==> src/rtl/adc_avg_capture.sv <==
`default_nettype none
// ============================================================================
//  Module      : adc_avg_capture
//  Description : Mean-magnitude capture of offset-binary I/Q ADC samples.
//                Accumulates |x| over 2^LOG2_N used samples of the selected
//                channel and publishes the mean as adc_reg with a one-cycle
//                adc_ready strobe. Maintains a sticky clip flag.
//                Optional macro ADC_PEAK_EN adds a running peak |x| register
//                on adc_peak; when undefined adc_peak is tied to zero.
//  Revision    : 1.0 - initial release
// ============================================================================
module adc_avg_capture #(
    parameter int LOG2_N = 4,   // log2 of samples per block (1..8)
    parameter int CHAN   = 0    // 0 = I only, 1 = Q only, 2 = both
) (
    input  logic       clk,
    input  logic       reset,
    input  logic       en,
    input  logic [7:0] adc_data,
    input  logic       adc_valid,
    input  logic       adc_iq,
    input  logic       clip_clr,
    output logic [7:0] adc_reg,
    output logic       adc_ready,
    output logic       clip,
    output logic [7:0] adc_peak
);

    // Accumulator is wide enough for 2^LOG2_N magnitudes of up to 127.
    localparam int c_ACC_W = 7 + LOG2_N;

    typedef enum logic [0:0] {
        S_IDLE = 1'b0,
        S_RUN  = 1'b1
    } state_t;

    state_t               r_state;
    logic [c_ACC_W-1:0]   r_acc;
    logic [LOG2_N-1:0]    r_cnt;

    logic                 w_chan_match;
    logic                 w_used;
    logic                 w_clip_samp;
    logic [7:0]           w_s;
    logic [6:0]           w_mag;
    logic [c_ACC_W-1:0]   w_sum;
    logic                 w_last;

    // Channel filter, sample conversion to saturated magnitude, block sum.
    always_comb begin
        if (CHAN == 0) begin
            w_chan_match = ~adc_iq;
        end else if (CHAN == 1) begin
            w_chan_match = adc_iq;
        end else begin
            w_chan_match = 1'b1;
        end

        w_used      = adc_valid & en & w_chan_match;
        w_clip_samp = (adc_data == 8'h00) | (adc_data == 8'hFF);

        // Two's-complement view of the offset-binary sample; -128 saturates to 127.
        w_s = adc_data ^ 8'h80;
        if (w_s[7]) begin
            w_mag = (w_s == 8'h80) ? 7'h7F : (~w_s[6:0] + 7'd1);
        end else begin
            w_mag = w_s[6:0];
        end

        w_sum  = r_acc + c_ACC_W'(w_mag);
        w_last = (r_cnt == {LOG2_N{1'b1}});
    end

    // Block FSM: accumulate while running, publish mean on the final sample.
    always_ff @(posedge clk or posedge reset) begin
        if (reset) begin
            r_state   <= S_IDLE;
            r_acc     <= '0;
            r_cnt     <= '0;
            adc_reg   <= 8'h00;
            adc_ready <= 1'b0;
        end else begin
            adc_ready <= 1'b0;
            case (r_state)
                S_IDLE: begin
                    r_acc <= '0;
                    r_cnt <= '0;
                    if (en) begin
                        r_state <= S_RUN;
                    end
                end
                S_RUN: begin
                    if (!en) begin
                        // Partial block is dropped; adc_reg keeps the last mean.
                        r_state <= S_IDLE;
                        r_acc   <= '0;
                        r_cnt   <= '0;
                    end else if (w_used) begin
                        if (w_last) begin
                            adc_reg   <= {1'b0, w_sum[c_ACC_W-1:LOG2_N]};
                            adc_ready <= 1'b1;
                            r_acc     <= '0;
                            r_cnt     <= '0;
                        end else begin
                            r_acc <= w_sum;
                            r_cnt <= r_cnt + LOG2_N'(1);
                        end
                    end
                end
                default: begin
                    r_state <= S_IDLE;
                end
            endcase
        end
    end

    // Sticky clip flag; a clipping sample overrides a same-cycle clear.
    always_ff @(posedge clk or posedge reset) begin
        if (reset) begin
            clip <= 1'b0;
        end else if (w_used && w_clip_samp) begin
            clip <= 1'b1;
        end else if (clip_clr) begin
            clip <= 1'b0;
        end
    end

`ifdef ADC_PEAK_EN
    // Running peak magnitude; a clear with a same-cycle sample restarts from it.
    always_ff @(posedge clk or posedge reset) begin
        if (reset) begin
            adc_peak <= 8'h00;
        end else if (clip_clr) begin
            adc_peak <= w_used ? {1'b0, w_mag} : 8'h00;
        end else if (w_used && ({1'b0, w_mag} > adc_peak)) begin
            adc_peak <= {1'b0, w_mag};
        end
    end
`else
    assign adc_peak = 8'h00;
`endif

endmodule
`default_nettype wire
==> config.mk <==
export PLATFORM = sky130hd
export DESIGN_NAME = adc_avg_capture
export DESIGN_NICKNAME = d
export VERILOG_FILES = /design/src/rtl/adc_avg_capture.sv
export SDC_FILE = /design/constraint.sdc
export NUM_CORES = 1
export LEC_CHECK = 0
export ABC_AREA = 1
export ABC_CLOCK_PERIOD_IN_PS = 2400
export BUFFER_PORTS_ARGS = -buffer_cell sky130_fd_sc_hd__buf_2
export CAP_MARGIN = 5
export CORE_MARGIN = 3
export CORE_UTILIZATION = 42
export CTS_BUF_LIST = sky130_fd_sc_hd__clkbuf_8
export DETAILED_ROUTE_END_ITERATION = 8
export HOLD_SLACK_MARGIN = 0.02
export PLACE_DENSITY = 0.6
export SLEW_MARGIN = 15
export SYNTH_ARGS = -nofsm -noshare
export SYNTH_HDL_FRONTEND = slang
export SYNTH_SLANG_ARGS = --single-unit
==> constraint.sdc <==
create_clock -name clk -period 2.4 [get_ports clk]
set_input_delay 0.24 -clock clk [delete_from_list [all_inputs] [get_ports clk]]
set_output_delay 0.24 -clock clk [all_outputs]
set_load 0.01 [all_outputs]
==> flow_summary.ini, run 1 <==
[min_path]
min-delay-start = en
hp-class = in2reg
whs_endpoint = r_state$_DFF_PP0_
worstHoldPathCells = 1

[worst_setup_path]
arrival_ns = 2.26
reg2reg_from = r_acc[0]$_DFFE_PP0P_
r2r_end = adc_reg[2]$_DFFE_PP0P_
r2r_setup_slack_ns = 0.73
worst_path_most_repeated_cell = nand2_1
startpoint_type = input port
cp_slowest_cell = fa_1
worst_ep_required_time_ns = 2.58
critPathMaxFanout = 3
slowest_delay_ns = 0.37
path_class = in2reg
reg2reg_depth = 11
worstSetupEndpointType = register
crit_chain = buf_2, inv_1, ha_1, nand2_1, nor2_2, nand2_1, nor2_2, inv_2, nand2_1, ha_1, inv_1, fa_1, inv_1, nand3_1, nand3_1, nand2_1, nand2_1, nand2_1, nand3_1, nand2_1

[pwr]
ir_drop_mv = 0.345
leakage_nw = 1.13
power_density_nw_per_um2 = 423

[clock_network]
post-cts-setup-buffer-count = 0
clock_latency_ns = 0.28
clock-root-buffer = clkbuf_8
htreeDepth = 1
cts_buffers = 3
clock-sinks = 25
cts_hold_buffers = 1
ctsResizeCount = 0
cts_tree = built
clk_pin_slew_ns = 0.09
cts.path.max_buffers = 2

[grt]
grt_pass1_vias = 1387
grt_max_degree = 26
grt_pass1_wl_um = 6280
antenna_found_initial = 0
grt-ovfl-total = 0
grt_usage_pct = 16.1

[route]
drt_iter0_drc = 75
drc = 0
drt.antenna.violating_nets = 0
dr.pass1.iters = 4
wl_per_cell_um = 11.5
dr_total_vias = 1501
viasPerCell = 4.75
routed_wl_um = 3640

[synth]
async_flop_share_pct = 100
ys_warn_count = 0
syn-cell-area_um2 = 1740
syn_avg_cell_area_um2 = 7.36
yosysMostFrequentCell = nand2_1
synth-simple-area-share_pct = 33.8
yosys-top-cells-count = nand2_1, dfrtp_1, nand3_1
synth_edf_count = 0
synth_fa_ha_area_share_pct = 9.07
ys.flop_type = dfrtp_1
syn_inst = 236
synthDistinctLibCells = 33
synth_area_leaders = dfrtp_1, nand2_1, ha_1
synth_compound_area_share_pct = 8.21
synth_seq_area_share_pct = 36.0
synth-xor-area-share_pct = 2.52
synth_mux_area_share_pct = 0
synth_top_area_share_pct = 36.0
synth_seq_cells = 25
synth_top_family_by_area = simple AND/OR/NAND/NOR gates
synth.largest_area_cell = dfrtp_1

[run]
cap_violations = 0

[placement]
place.gp.congestion = 0.840
dp_hpwl_um = 2850
place.port_buffers = 22

[timing]
fin_worst_skew_ns = 0.00751
setup_tns_ns = 0
hold_ws_ns = 0.0913
rsz0062_at_grt = no
finalSetupViolations = 0
finalCritPeriodShare_pct = 86.9
finalMaxSlewViolations = 0
fin_crit_ns = 2.09
hold_violations = 0
fmax_mhz = 479

[floorplan]
io_pins = 32
placementRows = 22
start_util_pct = 45.4
die_area_um2 = 4950
die_h_um = 70.3
core_area_um2 = 3830
die_width_um = 70.3

[final_layout]
nets = 295
fillers = 394
area_growth_pct = 14.0
n_antenna_cell = 0
largest_reg_flops = 11
drive_above_1_share_pct = 19.8

[outcome]
status = complete, no violations
[critical path: cells and delay by family]
kind,cells,cell delay (ns)
adder cells (fa/ha/maj),3,0.68
buffers and inverters,5,0.38
AND/OR/NAND/NOR,12,0.95
[layout by cell type (no fill, tap or decap), types with 2 or more instances in the layout]
cell type / n
xor2_1: 4
clkbuf_8: 3
inv_2: 6
inv_1: 19
nand4_1: 2
conb_1: 9
nand3_1: 22
a21oi_2: 2
nand2_2: 3
nor2_1: 15
dfrtp_1: 25
nor3_1: 2
nand2_1: 80
buf_2: 22
buf_4: 8
o21ai_1: 3
nor2_4: 2
a21oi_1: 6
nand3b_1: 2
o21ai_0: 6
nor2_2: 2
ha_1: 11
[cells by family after synthesis]
group	count (synthesis)
AND/OR/NAND/NOR	133
buffers and inverters	37
flip-flops	25
AO/OA/AOI/OAI	23
adder cells (fa/ha/maj)	12
XOR/XNOR	5
other	1
[routing by layer]
| layer | up-vias | global-route usage, % | wire length, µm |
|---|---|---|---|
| met4 | 0 | 5.11 | 59 |
| li1 | 802 | - | - |
| met5 | - | 0 | 0 |
| met1 | 672 | 23.4 | 1840 |
| met2 | 23 | 23.8 | 1620 |
| met3 | 4 | 3.02 | 122 |
[metrics by stage]
step / util [%] / setup slack (ns) / std cells / power, W / cell area, µm²
6_report: 51.8 / 0.314 / 316 / 0.000837 / 1980
5_1_grt: 51.8 / 0.0271 / 316 / 0.000889 / 1980
4_1_cts: 51.8 / 0.300 / 316 / 0.000849 / 1980
3_5_place_dp: 50.2 / 0.00436 / 311 / 0.000572 / 1920
3_3_place_gp: 50.2 / 0.0246 / 311 / 0.000572 / 1920
2_1_floorplan: - / 0.222 / 244 / 0.000542 / 1770
[layout make-up]
type                       instances  area [µm²]  area share (%)
clock inverter                     1        8.76           0.442
multi-input combinational        182         965            48.7
tap                               48        60.1            3.03
timing repair buffer              31         180            9.10
inverter                          26         100            5.05
clock buffer                       3        41.3            2.08
sequential                        25         626            31.6
[power breakdown]
group / internal (W) / switching (W) / leakage, nW
logic: 0.0000476 / 0.0000881 / 0.759
registers: 0.000426 / 0.00000312 / 0.346
clock network: 0.000122 / 0.000150 / 0.0261
[worst max path at each step]
stage / end / from / cells past startpoint / slack, ns
final: adc_reg[2]$_DFFE_PP0P_ / adc_data[0] / 20 / 0.31
after CTS: adc_reg[4]$_DFFE_PP0P_ / adc_data[0] / 20 / 0.30
after global placement: adc_reg[4]$_DFFE_PP0P_ / adc_data[0] / 17 / 0.02
after detailed placement: adc_reg[2]$_DFFE_PP0P_ / adc_data[0] / 20 / 0.004
after floorplan: adc_reg[4]$_DFFE_PP0P_ / adc_data[1] / 19 / 0.22
after global routing: r_acc[8]$_DFFE_PP0P_ / adc_data[0] / 20 / 0.03
Note: power is estimated with default switching activity, not from simulation.
==> inputs of run 2 (changes only) <==
--- a/config.mk
+++ b/config.mk
@@ -9,12 +9,14 @@
 export ABC_CLOCK_PERIOD_IN_PS = 2400
 export BUFFER_PORTS_ARGS = -buffer_cell sky130_fd_sc_hd__buf_2
 export CAP_MARGIN = 5
+export CELL_PAD_IN_SITES_DETAIL_PLACEMENT = 0
+export CELL_PAD_IN_SITES_GLOBAL_PLACEMENT = 2
 export CORE_MARGIN = 3
-export CORE_UTILIZATION = 42
+export CORE_UTILIZATION = 35
 export CTS_BUF_LIST = sky130_fd_sc_hd__clkbuf_8
 export DETAILED_ROUTE_END_ITERATION = 8
 export HOLD_SLACK_MARGIN = 0.02
-export PLACE_DENSITY = 0.6
+export PLACE_DENSITY = 0.85
 export SLEW_MARGIN = 15
 export SYNTH_ARGS = -nofsm -noshare
 export SYNTH_HDL_FRONTEND = slang
==> run 2 against run 1 <==
Compared with the run above:
- register-to-register slack worse by 0.02 ns
- cell count up 9.2%
- critical path type unchanged
- via count is 2.1% higher
- critical endpoint is now adc_reg[4]$_DFFE_PP0P_
- largest power group unchanged
- global-route usage fell by 1.7 points
- highest routed layer unchanged
==> flow_summary.ini, run 2 (synthesized netlist as in run 1, its figures left out) <==
[route]
routed_wl_um = 3920
dr.pass1.iters = 4
wl_per_cell_um = 11.4
wl_met2_um = 1640
met1_length_um = 2070
drc = 0
dr_total_vias = 1533
top_layer_used = met4
drt.antenna.violating_nets = 0
met3_wirelength_um = 155
drt_iter0_drc = 50
viasPerCell = 4.44

[clock_network]
cts.path.max_buffers = 2
clock_latency_ns = 0.27
htreeDepth = 1
cts_buffers = 3
clock-sinks = 25
post-cts-setup-buffer-count = 0
clock-root-buffer = clkbuf_8
clk_pin_slew_ns = 0.09
cts_tree = built

[pwr]
power_density_nw_per_um2 = 398
leakage_nw = 1.19
ir_drop_mv = 0.235

[floorplan]
start_util_pct = 36.6
die_h_um = 76.5
io_pins = 32
core_area_um2 = 4750
placementRows = 25
die_width_um = 76.5
die_area_um2 = 5850

[worst_setup_path]
path_class = in2reg
slowest_delay_ns = 0.37
worst_path_most_repeated_cell = nand2_1
worst_ep_required_time_ns = 2.57
arrival_ns = 2.29
worstSetupEndpointType = register
r2r_setup_slack_ns = 0.71
crit_chain = buf_2, inv_1, ha_1, nand2_1, nor2_2, nand2_1, nor2_2, inv_2, nand2_1, ha_1, inv_1, fa_1, inv_1, nand3_1, nand3_2, nand2_1, nand2_1, nand2_1, nand3_1, nand2_1
cp_slowest_cell = fa_1
critPathMaxFanout = 3
startpoint_type = input port

[final_layout]
n_antenna_cell = 0
layout_common_cells = nand2_1, dfrtp_1, buf_2
multiInputGateArea_um2 = 970
fin_cells = 345
area_growth_pct = 19.7
largest_reg_flops = 11
regArea_um2 = 626
final_common_cell = nand2_1
nets = 305
drive_above_1_share_pct = 22.7
fillers = 504

[placement]
dp_hpwl_um = 3080
place.gp.congestion = 0.801
dp_cells = 340
place.port_buffers = 22

[timing]
setup_tns_ns = 0
finalMaxSlewViolations = 0
worst_slew_pin_slew_ns = 0.497
max_slew_margin_pct = 66.7
fin_crit_ns = 2.12
fmax_mhz = 471
finalCritPeriodShare_pct = 88.4
rsz0062_at_grt = no
fin_worst_skew_ns = 0.000958
hold_violations = 0
finalSetupViolations = 0

[outcome]
status = complete, no violations

[grt]
grt-ovfl-total = 0
grt_pass1_wl_um = 6870
grt_max_degree = 26
antenna_found_initial = 0
grt_pass1_vias = 1490
grt_usage_pct = 14.3

[min_path]
hp-class = in2reg

[run]
cap_violations = 0
## run 2: cell count changes in the layout (fill, tap and decap cells not counted)
cell	change
buf_4	+10
inv_1	+1
inv_6	-1
nand3_1	-1
nand3_2	+1
## run 2: stage by stage
step	hold slack [ns]	util, %	cell area, µm²	setup slack [ns]	power (W)
2_1_floorplan	0.267	-	1770	0.222	0.000542
3_3_place_gp	0.311	42.5	2020	0.00835	0.000588
4_1_cts	0.107	43.6	2070	0.232	0.000840
6_report	0.107	43.7	2080	0.279	0.000828
5_1_grt	0.109	43.7	2080	0.0176	0.000878
3_5_place_dp	0.312	42.5	2020	-0.0469	0.000586
## run 2: cell type report
class | instances | share of cell area (%)
inverters | 26 | 4.81
clock inverters | 1 | 0.181
repair buffers | 41 | 12.3
multi-input cells | 182 | 46.6
clock buffers | 3 | 1.99
flip-flops and latches | 25 | 30.1
well taps | 67 | 4.03
## run 2: per-layer routing
layer  GRT usage [%]  up-vias
met5               0        -
met3            2.36        6
met2            22.6       31
met4            3.80        0
met1            20.4      673
li1                -      823
## run 2: critical path: cells and delay by family
family / cells / cell delay (ns)
adder cells (fa/ha/maj): 3 / 0.70
AND/OR/NAND/NOR: 12 / 0.98
buffers and inverters: 5 / 0.37
## run 2: final timing paths
kind | start | endpoint | depth (start not counted)
setup / recovery | adc_data[0] | adc_reg[4]$_DFFE_PP0P_ | 20
hold / removal | en | r_state$_DFF_PP0_ | 1
setup reg to reg | r_acc[0]$_DFFE_PP0P_ | adc_reg[4]$_DFFE_PP0P_ | 11
hold reg to reg | adc_reg[5]$_DFFE_PP0P_ | adc_reg[5]$_DFFE_PP0P_ | 2
max in group asynchronous | reset | r_acc[10]$_DFFE_PP0P_ | 4
min in group asynchronous | reset | r_state$_DFF_PP0_ | 4
## run 2: where the power goes
part	total (W)	switching, W	leakage [nW]	internal [W]
registers	0.000428	0.00000288	0.346	0.000426
clock network	0.000249	0.000134	0.0269	0.000115
logic	0.000150	0.0000917	0.815	0.0000585
## run 2: repair_timing
item,4_1_cts,5_1_grt
hold endpoints to repair,25,0
hold buffers,1,0
resized for setup,0,1
endpoints found under the setup margin,0,3
==> inputs of run 3 (changes only) <==
==> constraint.sdc (replaced) <==
create_clock -name clk -period 2.4 [get_ports clk]
set_input_delay 0 -clock clk [delete_from_list [all_inputs] [get_ports clk]]
set_output_delay 0 -clock clk [all_outputs]
set_load 0.01 [all_outputs]
==> run 3 against run 2 <==
Compared with the run above:
- global-route usage up 0.60 points
- sequential share of layout area rose by 1.8 points
- utilization is 2.5 points lower
- highest routed layer unchanged
- cell count decreased by 4.6%
- critical path depth stayed put
- non-clock buffer count shrank 16
- wire length decreased by 0.79%
- total power is essentially flat
==> flow_summary.ini, run 3 (synthesized netlist as in run 1, its figures left out) <==
[outcome]
status = complete, no violations

[clock_network]
htreeDepth = 1
cts_tree = built
clock-sinks = 25
post-cts-setup-buffer-count = 0
cts_buffers = 3
cts_hold_buffers = 3
clock-root-buffer = clkbuf_8
clock_latency_ns = 0.27
cts.path.max_buffers = 2
ctsResizeCount = 0
clk_pin_slew_ns = 0.09

[worst_setup_path]
cp_slowest_cell = fa_1
reg2reg_from = r_acc[0]$_DFFE_PP0P_
crit_chain = buf_2, inv_1, ha_1, nand2_1, nor2_2, nand2_1, nor2_2, inv_2, nand2_1, ha_1, inv_1, fa_1, inv_1, nand3_1, nand3_1, nand2_1, nand2_1, nand2_1, nand3_1, nand2_1
worstSetupEndpointType = register
critPathTopFamily = simple AND/OR/NAND/NOR gates
path_class = in2reg
startpoint_type = input port
r2r_setup_slack_ns = 0.69
r2r_end = adc_reg[2]$_DFFE_PP0P_
critPathMaxFanout = 5
worst_path_most_repeated_cell = nand2_1
slowest_delay_ns = 0.39
arrival_ns = 2.17
worst_ep_required_time_ns = 2.58
reg2reg_depth = 11
startpoint = adc_data[1]
crit_buf_inv = 5

[route]
wl_per_cell_um = 11.8
dr.pass1.iters = 4
drt_iter0_drc = 57
drc = 0
viasPerCell = 4.50
dr_total_vias = 1482
routed_wl_um = 3890
drt.antenna.violating_nets = 0

[final_layout]
final_common_cell = nand2_1
largest_reg_flops = 11
area_growth_pct = 12.8
utilization_pct = 41.2
n_antenna_cell = 0
layout_common_cells = nand2_1, dfrtp_1, nand3_1, buf_2, inv_1
drive_above_1_share_pct = 17.2
nets = 289

[floorplan]
start_util_pct = 36.6
io_pins = 32
die_area_um2 = 5850
die_h_um = 76.5
die_width_um = 76.5
core_area_um2 = 4750
placementRows = 25

[pwr]
ir_drop_mv = 0.190
leakage_nw = 1.10
finalPower_w = 0.000827
power_density_nw_per_um2 = 422

[grt]
antenna_found_initial = 0
grt_pass1_wl_um = 6980
grt_usage_pct = 14.9
grt_pass1_vias = 1479
grt_max_degree = 26
grt-ovfl-total = 0

[timing]
setup_tns_ns = 0
fin_worst_skew_ns = 0.00356
finalMaxSlewViolations = 0
setup_ws_ns = 0.411
fin_crit_ns = 1.99
rsz0062_at_grt = no
fmax_mhz = 503
finalSetupViolations = 0
hold_violations = 0
finalCritPeriodShare_pct = 82.9
worst_slew_pin_slew_ns = 0.978
max_slew_margin_pct = 34.7

[placement]
place_ws_ns = 0.0846
dp_hpwl_um = 3040
place.port_buffers = 22
place.gp.congestion = 0.794

[min_path]
min-delay-start = adc_iq
worstHoldPathCells = 4
hp-class = in2reg
whs_endpoint = clip$_DFFE_PP0P_

[run]
cap_violations = 0
run 3: cell count changes in the layout (fill, tap and decap cells not counted):
cell | previous run | this run
buf_4 | 18 | 0
clkinv_2 | 0 | 1
dlygate4sd3_1 | 1 | 3
inv_1 | 20 | 19
nand3_1 | 21 | 22
nand3_2 | 1 | 0
run 3: power by group:
group	internal [W]	total (W)	switching (W)
combinational	0.0000461	0.000136	0.0000895
clock	0.000117	0.000263	0.000147
sequential	0.000426	0.000429	0.00000314
run 3: per-layer routing:
layer,track usage [%],vias to the layer above,share of wire (%)
li1,-,787,-
met5,0,-,0
met4,5.62,0,1.3
met3,2.60,4,4.2
met2,22.8,29,41
met1,21.1,662,54
run 3: layout make-up:
| cell class | count | area [µm²] |
|---|---|---|
| tap | 67 | 83.8 |
| sequential | 25 | 626 |
| inverter | 26 | 100 |
| timing repair buffer | 25 | 140 |
| fill | 528 | 2790 |
| clock inverter | 1 | 5.00 |
| clock buffer | 3 | 41.3 |
| multi-input combinational | 182 | 965 |
run 3: through the flow:
| stage | area [µm²] | cells | hold WS (ns) |
|---|---|---|---|
| floorplan | 1770 | 244 | 0.0273 |
| global placement | 1880 | 322 | 0.143 |
| detailed placement | 1880 | 322 | 0.147 |
| CTS | 1960 | 329 | 0.118 |
| global route | 1960 | 329 | 0.114 |
| finish | 1960 | 329 | 0.103 |
run 3: worst min-delay path: stages:
cell and delay (ns):
buf_2 0.10, nor2_4 0.05, o21ai_0 0.09, o21ai_0 0.09
run 3: worst max-delay path by stage:
stage                             endpoint  slack [ns]  cells after the start
CTS                   r_acc[8]$_DFFE_PP0P_        0.39                     20
finish              adc_reg[2]$_DFFE_PP0P_        0.41                     20
floorplan           adc_reg[4]$_DFFE_PP0P_        0.46                     19
global placement    adc_reg[4]$_DFFE_PP0P_        0.13                     20
global route          r_acc[8]$_DFFE_PP0P_        0.06                     20
detailed placement  adc_reg[4]$_DFFE_PP0P_        0.08                     20
